**src/rtl/tt_pkg.sv**
```systemverilog
// Shared constants, state encoding and product helper for the times-table sweeper.
package tt_pkg;

    localparam int ADDR_W     = 6;
    localparam int OP_W       = 3;
    localparam int TT_ENTRIES = 64;
    localparam int CNT_W      = 7;

    typedef enum logic [1:0] {
        IDLE  = 2'd0,
        RUN   = 2'd1,
        DRAIN = 2'd2,
        DONE  = 2'd3
    } state_t;

    // Reference product for an address {a,b}; 3x3-bit operands fit in 6 bits.
    function automatic logic [ADDR_W-1:0] tt_product(input logic [ADDR_W-1:0] addr);
        logic [ADDR_W-1:0] op_a;
        logic [ADDR_W-1:0] op_b;
        op_a = ADDR_W'(addr[ADDR_W-1:OP_W]);
        op_b = ADDR_W'(addr[OP_W-1:0]);
        return op_a * op_b;
    endfunction

endpackage

```
**src/rtl/tt_check_pipe.sv**
```systemverilog
// Delay line of {valid, addr} that lines up each issued read with its returning result.
module tt_check_pipe
    import tt_pkg::*;
#(
    parameter int LAT = 1
) (
    input  logic              clk,
    input  logic              rst,
    input  logic              i_valid,
    input  logic [ADDR_W-1:0] i_addr,
    output logic              o_valid,
    output logic [ADDR_W-1:0] o_addr,
    output logic              o_busy
);

    logic [LAT-1:0]    r_valid;
    logic [ADDR_W-1:0] r_addr [LAT];
    logic [LAT-1:0]    w_inner_mask;

    // Shift stage: valid bits are cleared on reset, addresses simply follow along.
    always_ff @(posedge clk) begin
        if (rst) begin
            r_valid <= '0;
        end else begin
            r_valid[0] <= i_valid;
            for (int i = 1; i < LAT; i++) begin
                r_valid[i] <= r_valid[i-1];
            end
        end
        r_addr[0] <= i_addr;
        for (int i = 1; i < LAT; i++) begin
            r_addr[i] <= r_addr[i-1];
        end
    end

    // Every stage except the last; the last stage is consumed on the edge that
    // also decides whether the drain is complete.
    genvar gi;
    generate
        for (gi = 0; gi < LAT; gi++) begin : g_inner
            if (gi < LAT - 1) begin : g_mid
                assign w_inner_mask[gi] = r_valid[gi];
            end else begin : g_last
                assign w_inner_mask[gi] = 1'b0;
            end
        end
    endgenerate

    assign o_valid = r_valid[LAT-1];
    assign o_addr  = r_addr[LAT-1];
    assign o_busy  = |w_inner_mask;

endmodule

```
**src/rtl/times_table_sweeper.sv**
```systemverilog
// Walks all 64 operand pairs of the memory multiplier and checks every returned product.
module times_table_sweeper
    import tt_pkg::*;
#(
    parameter int READ_LAT = 1,
    parameter int RES_W    = 6
) (
    input  logic              clk,
    input  logic              rst,
    input  logic              start,
    input  logic              hold,
    output logic [OP_W-1:0]   a,
    output logic [OP_W-1:0]   b,
    output logic              read,
    input  logic [RES_W-1:0]  result,
    output logic              busy,
    output logic              done,
    output logic [CNT_W-1:0]  err_count,
    output logic              err_flag,
    output logic [ADDR_W-1:0] first_err_addr
);

    state_t            r_state;
    state_t            w_state_next;
    logic [ADDR_W-1:0] r_cnt;
    logic [ADDR_W-1:0] w_cnt_next;
    logic              w_issue;
    logic [ADDR_W-1:0] w_issue_addr;
    logic              w_start_ok;

    logic [OP_W-1:0]   r_a;
    logic [OP_W-1:0]   r_b;
    logic              r_read;

    logic [CNT_W-1:0]  r_err_count;
    logic              r_err_flag;
    logic [ADDR_W-1:0] r_first_err_addr;

    logic              w_chk_valid;
    logic [ADDR_W-1:0] w_chk_addr;
    logic              w_pipe_busy;
    logic [RES_W-1:0]  w_expected;
    logic              w_mismatch;

    assign w_start_ok = start && ((r_state == IDLE) || (r_state == DONE));

    // State register and address counter.
    always_ff @(posedge clk) begin
        if (rst) begin
            r_state <= IDLE;
            r_cnt   <= '0;
        end else begin
            r_state <= w_state_next;
            r_cnt   <= w_cnt_next;
        end
    end

    // Next-state, counter and read-issue decisions.
    always_comb begin
        w_state_next = r_state;
        w_cnt_next   = r_cnt;
        w_issue      = 1'b0;
        w_issue_addr = r_cnt;
        case (r_state)
            IDLE, DONE: begin
                if (start) begin
                    w_state_next = RUN;
                    w_cnt_next   = '0;
                    // Address 0 goes out on the same edge that accepts start.
                    if (!hold) begin
                        w_issue      = 1'b1;
                        w_issue_addr = '0;
                        w_cnt_next   = ADDR_W'(1);
                    end
                end
            end
            RUN: begin
                if (!hold) begin
                    w_issue    = 1'b1;
                    w_cnt_next = r_cnt + ADDR_W'(1);
                    if (r_cnt == ADDR_W'(TT_ENTRIES - 1)) begin
                        w_state_next = DRAIN;
                    end
                end
            end
            DRAIN: begin
                // Finish on the edge that checks the last outstanding result,
                // i.e. when nothing will remain in the pipe after this shift.
                if (!r_read && !w_pipe_busy) begin
                    w_state_next = DONE;
                end
            end
            default: begin
                w_state_next = IDLE;
            end
        endcase
    end

    // Registered multiplier interface; a,b keep their last value while idle.
    always_ff @(posedge clk) begin
        if (rst) begin
            r_a    <= '0;
            r_b    <= '0;
            r_read <= 1'b0;
        end else begin
            r_read <= w_issue;
            if (w_issue) begin
                r_a <= w_issue_addr[ADDR_W-1:OP_W];
                r_b <= w_issue_addr[OP_W-1:0];
            end
        end
    end

    tt_check_pipe #(
        .LAT (READ_LAT)
    ) u_check_pipe (
        .clk     (clk),
        .rst     (rst),
        .i_valid (r_read),
        .i_addr  ({r_a, r_b}),
        .o_valid (w_chk_valid),
        .o_addr  (w_chk_addr),
        .o_busy  (w_pipe_busy)
    );

    assign w_expected = RES_W'(tt_product(w_chk_addr));
    assign w_mismatch = w_chk_valid && (result != w_expected);

    // Error bookkeeping: cleared by an accepted start, bumped on each mismatch.
    always_ff @(posedge clk) begin
        if (rst) begin
            r_err_count      <= '0;
            r_err_flag       <= 1'b0;
            r_first_err_addr <= '0;
        end else if (w_start_ok) begin
            r_err_count      <= '0;
            r_err_flag       <= 1'b0;
            r_first_err_addr <= '0;
        end else if (w_mismatch) begin
            r_err_count <= r_err_count + CNT_W'(1);
            r_err_flag  <= 1'b1;
            if (r_err_count == '0) begin
                r_first_err_addr <= w_chk_addr;
            end
        end
    end

    assign a              = r_a;
    assign b              = r_b;
    assign read           = r_read;
    assign busy           = (r_state == RUN) || (r_state == DRAIN);
    assign done           = (r_state == DONE);
    assign err_count      = r_err_count;
    assign err_flag       = r_err_flag;
    assign first_err_addr = r_first_err_addr;

endmodule
```
**config.mk**
```make
export PLATFORM = sky130hd
export DESIGN_NAME = times_table_sweeper
export DESIGN_NICKNAME = d
export VERILOG_FILES = /design/src/rtl/tt_pkg.sv /design/src/rtl/tt_check_pipe.sv /design/src/rtl/times_table_sweeper.sv
export SDC_FILE = /design/constraint.sdc
export NUM_CORES = 1
export LEC_CHECK = 0
export CAP_MARGIN = 10
export CORE_ASPECT_RATIO = 1.5
export CORE_MARGIN = 2
export CORE_UTILIZATION = 52
export DETAILED_ROUTE_END_ITERATION = 6
export GPL_ROUTABILITY_DRIVEN = 0
export PLACE_DENSITY = 0.79
export SETUP_SLACK_MARGIN = 0.3
export SYNTH_ARGS = -nofsm -noshare
export SYNTH_HDL_FRONTEND = slang
export SYNTH_HIERARCHICAL = 1
export SYNTH_SLANG_ARGS = --single-unit
export TNS_END_PERCENT = 20
```
**constraint.sdc**
```tcl
create_clock -name clk -period 3.4 [get_ports clk]
set_input_delay 0.85 -clock clk [delete_from_list [all_inputs] [get_ports clk]]
set_output_delay 0.85 -clock clk [all_outputs]
set_load 0.02 [all_outputs]
```
==> impl_metrics.toml, run 1 <==
[outcome]
outcome = "finished clean"

[clock_network]
cts_hold_buf = 0
htreeDepth = 2
cts.sinks = 36
tritoncts = "built"
cts_buffer_depth = 2
worstSkewPairLatency_ns = 0.28
clockRootBuffer = "clkbuf_8"
clk_pin_slew_ns = 0.07
cts_buffers = 5

[timing]
hold_violations = 0
rsz0062_at_grt = "no"
maxSlewHeadroom = 0.6026
max_freq_mhz = 337.0
tns_ns = 0
clock_skew_ns = 0.003043
finalSetupViolations = 0
fin_crit_ns = 2.968
finalCritPeriodShare = 0.8728
drv_slew = 0
worst_slew_pin_slew_ns = 0.5961

[global_route]
grt_pass1_wl_mm = 5.940
antenna_found_initial = 0
grt-busiest-layer = "met2"
grt_pass1_vias = 1427
grt_use_met2 = 0.3506
grt_max_degree = 14
global_route.usage.met1 = 0.2080
overflow = 0
gr-usage-all-layers = 0.1962
grt_util_met3 = 0.05686

[setup_path]
critPathRequiredTime_ns = 3.55
crit_chain = "and2_4 -> fa_1 -> ha_2 -> inv_1 -> fa_1 -> xor2_1 -> o2111ai_2 -> a221oi_4 -> buf_6 -> or3_1 -> a21oi_1"
path_common_cell = "fa_1"
worstPathArrival_ns = 3.11
crit_path_top_delay_cell = "fa_1"
slowest_delay_ns = 0.54
worstPathMaxFanout = 6
endpoint_kind = "register"
crit_path_start_kind = "register"
crit_type = "register to register"

[finish]
final_cell_mix = "32 x dfxtp_1, 32 x clkdlybuf4s50_1, 13 x nor2_1, 13 x nand2_1"
syn2layout_area_growth_pct = 26.99
postLayoutCoreUtil = 0.6786
layout.nets = 258
n_antenna_cell = 0
layout-drive-gt1-share = 0.1239

[die]
rows = 26
pin_count = 33
start_util = 0.5344
die_h_microns = 76.22
dieArea_sq_um = 3974
fp.dieW_microns = 52.15
core_area_sq_um = 3383

[place]
io_buffers = 32
dp_hpwl_mm = 2.737

[detailed_routing]
initialDrtViolationCount = 10
ant_nets = 0
drc = 0
routedWlPerCell_microns = 13.20
dr_total_vias = 1482
drt_pass1_iterations = 4
drt-total-wl_mm = 3.642
via_per_inst = 5.370

[synthesis]
netlist.area_leader.share = 0.3986
ys_ff_latch = 36
synth_area_per_cell_sq_um = 9.272
synth_ff_type = "dfxtp_1"
yosysSeqAreaShare = 0.3986
synth_cells = 195
synth_edf_count = 0
synth_nets = 220
synth_top_area_cell = "dfxtp_1"
async_flop_share = 0
synth_cell_types = 45
synth_area_sq_um = 1808
ys_top_cells_by_area = "dfxtp_1 40%, ha_1 9.0%, and2_1 3.5%"
ys_warn_count = 6

[flow_run]
cap_violations = 0

[power]
power_density_nw_per_um2 = 521.3
max-vdd-ir-drop_v = 0.0006308
p_leak_nw = 0.8620

[min_path]
hold_path_class = "register to register"
[critical path: cells and delay by family (launching register included)]
kind	cells	cell delay, ns
fa+ha+maj	3	1.19
compound gates	3	0.65
flops	1	0.34
simple gates	2	0.23
buf+inv	2	0.22
xor+xnor	1	0.18
[power breakdown]
group | switching (mW) | internal, mW | leakage (nW)
clock | 0.143 | 0.165 | 0.0455
sequential | 0.0340 | 0.451 | 0.293
combinational | 0.239 | 0.163 | 0.523
total | 0.417 | 0.780 | 0.862
[cell usage after synthesis, types with 2 or more instances]
library cell / count
a211oi_1: 2
a21oi_1: 12
a21oi_2: 5
a22o_1: 5
and2_1: 10
and3_1: 4
clkbuf_1: 3
dfxtp_1: 36
fa_1: 2
ha_1: 13
inv_1: 10
nand2_1: 13
nand2b_1: 3
nand3_1: 9
nand3b_1: 2
nand4_1: 2
nor2_1: 13
nor3_1: 3
o21ai_0: 8
o21ai_1: 5
o21bai_1: 2
o31ai_1: 2
or3_1: 5
xnor2_1: 2
xor2_1: 4
[metrics by stage]
stage	worst slack, ns	hold WS [ns]	cells	power [mW]	instance area, sq um
after floorplan	0.5082	0.4456	195	0.7713	1808
after global placement	0.3975	0.3699	265	0.8833	2162
after detailed placement	0.2984	0.3682	265	0.8897	2162
after CTS	0.3539	0.3782	274	1.198	2260
after global routing	0.2900	0.3735	276	1.267	2296
final	0.4324	0.3676	276	1.197	2296
[final cells by class]
cell class | count | area, sq um
Clock buffer | 8 | 90.09
Tap cell | 42 | 52.55
Sequential cell | 36 | 725.7
Inverter | 10 | 37.54
Fill cell | 301 | 1087
Multi-Input combinational cell | 143 | 1021
Timing Repair Buffer | 37 | 369.1
[path summary, 6_finish.rpt]
| path | cells after the start | startpoint | to | slack [ns] |
|---|---|---|---|---|
| worst max register to register | 11 | u_check_pipe/r_addr[0][0]$_DFF_P_ | err_count[3]$_SDFFE_PP0P_ | 0.43 |
| worst max-delay path | 11 | u_check_pipe/r_addr[0][0]$_DFF_P_ | err_count[3]$_SDFFE_PP0P_ | 0.43 |
| worst min register to register | 0 | a[1]$_SDFFE_PP0P_ | u_check_pipe/r_addr[0][4]$_DFF_P_ | 0.37 |
| worst min-delay path | 0 | a[1]$_SDFFE_PP0P_ | u_check_pipe/r_addr[0][4]$_DFF_P_ | 0.37 |
[registers in the layout (all words and copies together) (netlist names), 2 cells and up]
signal and cells:
err_count 7, first_err_addr 6, r_cnt 6, u_check_pipe/r_addr 6
a 3, b 3, r_state 2
[kinds of logic after synthesis]
family / share of synthesized area
buffers and inverters: 0.03945
adder cells (fa/ha/maj): 0.1121
AND/OR/NAND/NOR: 0.2069
flip-flops: 0.3986
AO/OA/AOI/OAI: 0.1993
XOR/XNOR: 0.04152
other: 0.002074
[routing by layer]
metal	wire [microns]	vias up
met5	0	-
met1	1500	681
met2	1911	30
li1	-	764
met4	71	0
met3	159	7
[what timing repair did]
| item | in CTS | in global routing |
|---|---|---|
| pin swaps | 1 | 7 |
| endpoints found under the setup margin | 6 | 14 |
| gates resized for setup | 0 | 10 |
| setup buffers | 1 | 2 |
| endpoints found under the hold margin | 0 | 0 |
No activity file was read; power rests on OpenSTA's default activity.
==> run 2, diff against run 1 <==
Settings changed: SLEW_MARGIN set to 0.
==> results of run 2 <==
The final DEF is identical to that of run 1; final timing and power are the same.
